$ cat src/rtl/vnu_q_sat_buf_pkg.sv
// Shared definitions for the VNU output stage: buffer states, LLR limits, message slicing.
`ifndef VNU_MSG
`define VNU_MSG(vec, i, w) vec[(i)*(w) +: (w)]
`endif

package vnu_q_sat_buf_pkg;

  typedef enum logic [1:0] {
    EMPTY,
    ONE,
    TWO
  } buf_state_t;

  function automatic int sum_w(input int data_w, input int ext_w);
    return data_w + ext_w;
  endfunction

  // Symmetric limit: LLR_MIN = -LLR_MAX, so the most negative code is never emitted.
  function automatic int llr_max(input int data_w);
    return (1 << (data_w - 1)) - 1;
  endfunction

endpackage

$ cat src/rtl/vnu_q_sat_buf_sat.sv
// Combinational symmetric clamp of one wide two's-complement message to OUT_W bits.
module llr_sat
  import vnu_q_sat_buf_pkg::*;
#(
  parameter int IN_W  = 11,
  parameter int OUT_W = 8
) (
  input  logic [IN_W-1:0]  in_v,
  output logic [OUT_W-1:0] out_v,
  output logic             sat
);

  localparam int MAXI = llr_max(OUT_W);
  localparam logic signed [IN_W-1:0] MAXV = IN_W'(MAXI);
  localparam logic signed [IN_W-1:0] MINV = IN_W'(-MAXI);

  always_comb begin
    out_v = in_v[OUT_W-1:0];
    sat   = 1'b0;
    if ($signed(in_v) > MAXV) begin
      out_v = OUT_W'(MAXI);
      sat   = 1'b1;
    end else if ($signed(in_v) < MINV) begin
      out_v = OUT_W'(-MAXI);
      sat   = 1'b1;
    end
  end

endmodule

$ cat src/rtl/vnu_q_sat_buf.sv
// VNU output stage: per-message saturation, hard-decision flip flag, 2-entry skid buffer.
module vnu_q_sat_buf
  import vnu_q_sat_buf_pkg::*;
#(
  parameter int DATA_W = 8,
  parameter int D      = 12,
  parameter int EXT_W  = 3,
  localparam int SUM_W = sum_w(DATA_W, EXT_W)
) (
  input  logic                clk,
  input  logic                rst_n,
  input  logic                in_valid,
  output logic                in_ready,
  input  logic [SUM_W*D-1:0]  in_q,
  input  logic                in_dec,
  input  logic                in_first,
  output logic                out_valid,
  input  logic                out_ready,
  output logic [DATA_W*D-1:0] out_q,
  output logic                out_dec,
  output logic                out_flip,
  output logic                out_sat
);

  localparam int W = DATA_W*D + 3;

  buf_state_t state, state_nxt;
  logic [W-1:0]          main_w, skid_w, new_w;
  logic [DATA_W*D-1:0]   sat_q;
  logic [D-1:0]          msg_sat;
  logic                  prev_dec, new_flip, acc, drn;

  for (genvar i = 0; i < D; i++) begin : g_sat
    llr_sat #(.IN_W(SUM_W), .OUT_W(DATA_W)) u_sat (
      .in_v  (`VNU_MSG(in_q, i, SUM_W)),
      .out_v (`VNU_MSG(sat_q, i, DATA_W)),
      .sat   (msg_sat[i])
    );
  end

  always_comb begin
    new_flip = in_first ? 1'b0 : (in_dec ^ prev_dec);
    new_w    = {sat_q, in_dec, new_flip, |msg_sat};
    acc      = in_valid & in_ready;
    drn      = out_valid & out_ready;
  end

  always_ff @(posedge clk or negedge rst_n) begin
    if (!rst_n) state <= EMPTY;
    else        state <= state_nxt;
  end

  always_comb begin
    state_nxt = state;
    case (state)
      EMPTY: if (acc) state_nxt = ONE;
      ONE: begin
        if (acc && !drn)      state_nxt = TWO;
        else if (!acc && drn) state_nxt = EMPTY;
      end
      TWO:     if (drn) state_nxt = ONE;
      default: state_nxt = EMPTY;
    endcase
  end

  // in_ready depends only on the state register, never on out_ready.
  always_comb begin
    out_valid = (state != EMPTY);
    in_ready  = (state != TWO);
    {out_q, out_dec, out_flip, out_sat} = main_w;
  end

  always_ff @(posedge clk or negedge rst_n) begin
    if (!rst_n) begin
      main_w   <= '0;
      skid_w   <= '0;
      prev_dec <= 1'b0;
    end else begin
      if (acc) prev_dec <= in_dec;
      case (state)
        EMPTY: if (acc) main_w <= new_w;
        ONE: begin
          if (acc && drn) main_w <= new_w;
          else if (acc)   skid_w <= new_w;
        end
        TWO:     if (drn) main_w <= skid_w;
        default: ;
      endcase
    end
  end

endmodule
$ cat config.mk
export PLATFORM = sky130hd
export DESIGN_NAME = vnu_q_sat_buf
export DESIGN_NICKNAME = d
export VERILOG_FILES = /design/src/rtl/vnu_q_sat_buf_pkg.sv /design/src/rtl/vnu_q_sat_buf_sat.sv /design/src/rtl/vnu_q_sat_buf.sv
export SDC_FILE = /design/constraint.sdc
export NUM_CORES = 1
export LEC_CHECK = 0
export CORE_UTILIZATION = 35
export CTS_CLUSTER_DIAMETER = 40
export DETAILED_ROUTE_END_ITERATION = 6
export PLACE_DENSITY = 0.72
export SKIP_LAST_GASP = 1
export SLEW_MARGIN = 10
export SYNTH_ARGS = -nofsm -noshare
export SYNTH_HDL_FRONTEND = slang
export SYNTH_SLANG_ARGS = --single-unit
$ cat constraint.sdc
create_clock -name clk -period 2.65 [get_ports clk]
set_input_delay 0.53 -clock clk [delete_from_list [all_inputs] [get_ports clk]]
set_output_delay 0.53 -clock clk [all_outputs]
set_load 0.01 [all_outputs]
==> results of run 1 <==
power by group through the flow:
stage / Clock [W] / Sequential [W] / Combinational, W
after global routing: 0.00571 / 0.00553 / 0.00645
after floorplan: 0 / 0.00557 / 0.00277
final: 0.00548 / 0.00533 / 0.00583
after detailed placement: 0 / 0.00538 / 0.00587
after CTS: 0.00557 / 0.00535 / 0.00591
after global placement: 0 / 0.00531 / 0.00575
worst max path at each step:
stage | slack (ns) | startpoint | cells past startpoint | end
after floorplan | 0.49 | state[0]$_DFFE_PN0P_ | 9 | skid_w[10]$_DFFE_PN0P_
after global placement | 0.14 | in_q[60] | 6 | main_w[0]$_DFFE_PN0P_
after detailed placement | 0.09 | in_valid | 9 | main_w[13]$_DFFE_PN0P_
after CTS | 0.07 | state[1]$_DFFE_PN0P_ | 4 | in_ready
after global routing | 0.01 | state[1]$_DFFE_PN0P_ | 4 | in_ready
final | 0.08 | state[1]$_DFFE_PN0P_ | 4 | in_ready
synthesized netlist by cell type, drive strengths merged, types with 12 or more instances:
cell	n	area (um^2)
clkbuf	28	105
nand2	192	726
o21ai	159	796
a31oi	50	313
nor3	12	60.1
dfrtp	201	5030
o211ai	72	541
o21a	36	270
buf	47	254
mux2	24	278
nor4	12	75.1
nor2	87	327
a21oi	17	85.1
stage by stage:
| step | setup slack, ns | util [%] |
|---|---|---|
| 3_3_place_gp | 0.144 | 46.2 |
| 4_1_cts | 0.0651 | 51.7 |
| 6_report | 0.0752 | 51.7 |
| 5_1_grt | 0.0123 | 51.7 |
| 3_5_place_dp | 0.0938 | 46.2 |
| 2_1_floorplan | 0.490 | - |
layer usage:
layer  global-route usage (%)  vias up
met5                        0        -
met4                     7.02        2
met3                     4.35       46
met2                     32.2      280
met1                     23.8     4124
li1                         -     4214
cell type report:
| cell class | instances | area, um^2 | area share, % |
|---|---|---|---|
| clock buffers | 46 | 1080 | 7.79 |
| clock inverters | 25 | 399 | 2.87 |
| well taps | 341 | 427 | 3.06 |
| inverters | 2 | 7.51 | 0.0539 |
| multi-input cells | 751 | 4240 | 30.5 |
| flip-flops and latches | 201 | 5030 | 36.1 |
| repair buffers | 270 | 2740 | 19.7 |
worst max-delay path: cells and delay by family, from the launching register on:
family | cells | cell delay, ns
buf+inv | 3 | 0.89
flops | 1 | 0.46
simple gates | 1 | 0.19
kinds of logic after synthesis:
family | after synthesis | share of synthesized area [%]
and+or+nand+nor | 360 | 16.7
buffers and inverters | 77 | 3.81
AOI/OAI and AO/OA | 361 | 23.6
muxes | 26 | 3.10
xor gates and xnor gates | 1 | 0.0911
DFF | 201 | 52.3
adders and majority gates | 3 | 0.391
flip-flops by register name, indices dropped and copies added (netlist names):
signal    count
main_w       99
skid_w       99
prev_dec      1
state         2
==> metrics.yaml, run 1 <==
status: "finished, final reports clean"
finalMaxSlewViolations: 0
syn_area_per_cell_um2: 9.34
required_ns: 2.12
cts_resized: 0
grt.total_usage_pct: 19.1
nets: 1406
net-switching-power_w: 0.00537
synth_edf_count: 0
synthArstFlopShare_pct: 100
ff2ff_setup_slack_ns: 0.29
worst_setup_path_start_kind: "register"
dp_cells: 1565
io_buffers: 238
clockPowerShare_pct: 32.9
max-cap-violations: 0
dpl_cell_area_um2: 12400
finalClockSkew_ns: 0.00922
wl_met2_um: 12900
rows: 60
peakVddDrop_mv: 0.580
ios: 239
die_area_um2: 28100
drive_gt1_share_pct: 10.8
gp_congestion: 0.830
p_sw_share_pct: 32.3
hold_ws_ns: 0.00416
viasPerCell: 5.30
clk_root_buffer_cell: "clkbuf_16"
cp_slowest_stage_delay_ns: 0.59
grt_pass1_wl_um: 43700
chipHeight_um: 168
final_hold_viol_count: 0
ys_types: 44
initial_core_util_pct: 35.7
area_growth_pct: 44.9
crit_fanout: 18
syn_area_um2: 9610
r2r_cells: 10
fin_crit_sh_pct: 97.2
post_cts_buffers: 0
layout_commonest_cell: "clkdlybuf4s50_1"
crit_arrival_ns: 2.04
cts_hold_buf: 0
max_freq_mhz: 388
critPathSlowestCell: "clkdlybuf4s50_1"
grt_max_degree: 137
die_w_um: 168
reg2reg_from: "state[1]$_DFFE_PN0P_"
fin_area_um2: 13900
synth_seq_cells: 201
first_global_vias: 8512
cts_made_buffers: 39
p_per_area_nw_per_um2: 1190
wl_met1_um: 11200
ys.flop_type: "dfrtp_1"
diodes: 0
comb_power_share_pct: 35.0
nFillCells: 2419
hp-class: "in -> async"
htreeDepth: 2
worst_pin_slew_ns: 0.708
p_leak_nw: 5.44
cts_tree: "done"
pwr-share-seq_pct: 32.0
r2r-end: "main_w[0]$_DFFE_PN0P_"
critPathKind: "reg -> out"
drc: 0
final_cell_mix: "clkdlybuf4s50_1, dfrtp_1, nand2_1"
dr.pass1.iters: 5
min_period_ns: 2.57
drt_iter0_drc: 555
relSlewSlack_pct: 52.6
crit_chain: "nor2b_4, inv_2, buf_4, clkdlybuf4s50_1"
rsz0062_at_grt: "no"
core_area_um2: 27000
cts_buffer_depth: 3
wire_per_inst_um: 16.2
routed-via-count: 8666
postRouteAntennaNets: 0
crit_path_end_kind: "output pin"
clk_pin_slew_ns: 0.06
clkLatencyLatePin_ns: 0.49
top_layer: "met5"
yosysSeqAreaShare_pct: 52.3
routed_wl_um: 26500
syn_inst: 1029
p_int_w: 0.0113
syn-num-nets: 1170
antenna_found_initial: 1
setup_viol: 0
hpwl_um: 18000
dr_wl_met3_um: 1730
synth-warning-count: 0
setup_tns_ns: 0
layout.cells.non_filler: 1636
grt_remaining_overflow: 0
clock_sinks: 201
finalPower_w: 0.0166
Power figures use the tool's default switching activity.
==> inputs of run 2 (changes only) <==
GPL_ROUTABILITY_DRIVEN = 0   (was not set)
==> results of run 2 <==
The final DEF is identical to that of run 1; final timing and power are the same.
==> inputs of run 3 (changes only) <==
PLACE_DENSITY = not set   (was 0.72)
==> metrics.yaml, run 3 (synthesized netlist as in run 1, its figures left out) <==
status: "complete, but fails checks"
violations: "hold timing"
required_ns: 2.12
nFillCells: 2524
crit_chain: "or2_2, clkdlybuf4s50_1"
initial_core_util_pct: 35.7
post_cts_buffers: 0
cts_made_buffers: 37
io_buffers: 238
critPathKind: "reg -> out"
reg_top3: "main_w (99), skid_w (99), state (2)"
top_layer: "met4"
wire_per_inst_um: 16.5
cp_slowest_stage_delay_ns: 0.51
die_w_um: 168
hold_ws_ns: -0.00970
dr_wl_met3_um: 1540
finalClockSkew_ns: 0.0199
relSlewSlack_pct: 47.5
drive_gt1_share_pct: 9.87
setup_viol: 0
grt_max_degree: 138
p_leak_nw: 5.28
max-cap-violations: 0
finalPower_w: 0.0157
worst_setup_path_start_kind: "register"
die_area_um2: 28100
regArea_um2: 5030
final_util_pct: 50.7
cts_resized: 0
worst_pin_slew_ns: 0.784
setup_tns_ns: 0
first_global_vias: 8391
drc: 0
wl_met1_um: 11900
drt_iter0_drc: 514
final_cell_mix: "clkdlybuf4s50_1, dfrtp_1, nand2_1"
dp_cells: 1561
ios: 239
clock_sinks: 201
area_growth_pct: 42.1
core_area_um2: 27000
rows: 60
grt.total_usage_pct: 19.2
clk_pin_slew_ns: 0.05
routed-via-count: 8505
critPathSlowestCell: "clkdlybuf4s50_1"
cts_buffer_depth: 3
layout_commonest_cell: "clkdlybuf4s50_1"
clkLatencyLatePin_ns: 0.50
viasPerCell: 5.22
crit_fanout: 7
routed_wl_um: 26800
fin_crit_sh_pct: 88.3
postRouteAntennaNets: 0
rsz0062_at_grt: "no"
cts_tree: "done"
crit_arrival_ns: 1.81
hp-class: "in -> async"
finalMaxSlewViolations: 0
wl_met2_um: 12700
path_buf_inv: 1
antenna_found_initial: 1
max_freq_mhz: 427
htreeDepth: 2
crit_path_end_kind: "output pin"
min_period_ns: 2.34
peakVddDrop_mv: 0.555
final_hold_viol_count: 5
chipHeight_um: 168
grt_remaining_overflow: 0
hpwl_um: 18000
multi_input_area_um2: 4240
nets: 1400
cts_hold_buf: 0
clk_root_buffer_cell: "clkbuf_16"
p_per_area_nw_per_um2: 1150
cp_top_family: "buffers and inverters"
layout.cells.non_filler: 1629
grt_pass1_wl_um: 43400
dr.pass1.iters: 5
## run 3: where the power goes
group / switching (W) / internal, W / total (W)
combinational: 0.00283 / 0.00298 / 0.00581
clock: 0.00166 / 0.00294 / 0.00459
sequential: 0.000772 / 0.00454 / 0.00532
total: 0.00526 / 0.0105 / 0.0157
## run 3: layer usage
layer  vias up  global-route usage, %
li1       4192                      -
met1      4043                   24.4
met2       227                   32.0
met3        43                   4.25
met4         0                   7.22
met5         -                      0
## run 3: area by class of cell
| type | count | area share, % |
|---|---|---|
| sequential | 201 | 36.8 |
| multi-input combinational | 751 | 31.1 |
| timing repair buffer | 266 | 20.0 |
| clock buffer | 46 | 7.41 |
| tap | 341 | 3.12 |
| clock inverter | 21 | 1.50 |
| inverter | 2 | 0.0550 |
| antenna | 1 | 0.0183 |
## run 3: final timing paths
path	cells past startpoint	start	to	slack, ns
hold / removal	1	rst_n	state[1]$_DFFE_PN0P_	-0.01
hold reg to reg	2	skid_w[83]$_DFFE_PN0P_	skid_w[83]$_DFFE_PN0P_	0.48
min in group clk	2	skid_w[83]$_DFFE_PN0P_	skid_w[83]$_DFFE_PN0P_	0.48
setup reg to reg	11	state[1]$_DFFE_PN0P_	main_w[0]$_DFFE_PN0P_	0.32
max in group asynchronous	2	rst_n	main_w[87]$_DFFE_PN0P_	1.93
setup / recovery	2	state[1]$_DFFE_PN0P_	out_valid	0.31
## run 3: metrics by stage
stage | setup WS, ns | instance area, um^2 | hold slack (ns)
2_1_floorplan | 0.490 | 9610 | 0.234
3_3_place_gp | -0.00914 | 12400 | 0.455
3_5_place_dp | -0.0702 | 12400 | 0.469
4_1_cts | 0.275 | 13700 | 0.000176
5_1_grt | 0.137 | 13700 | 0.0123
6_report | 0.309 | 13700 | -0.00970
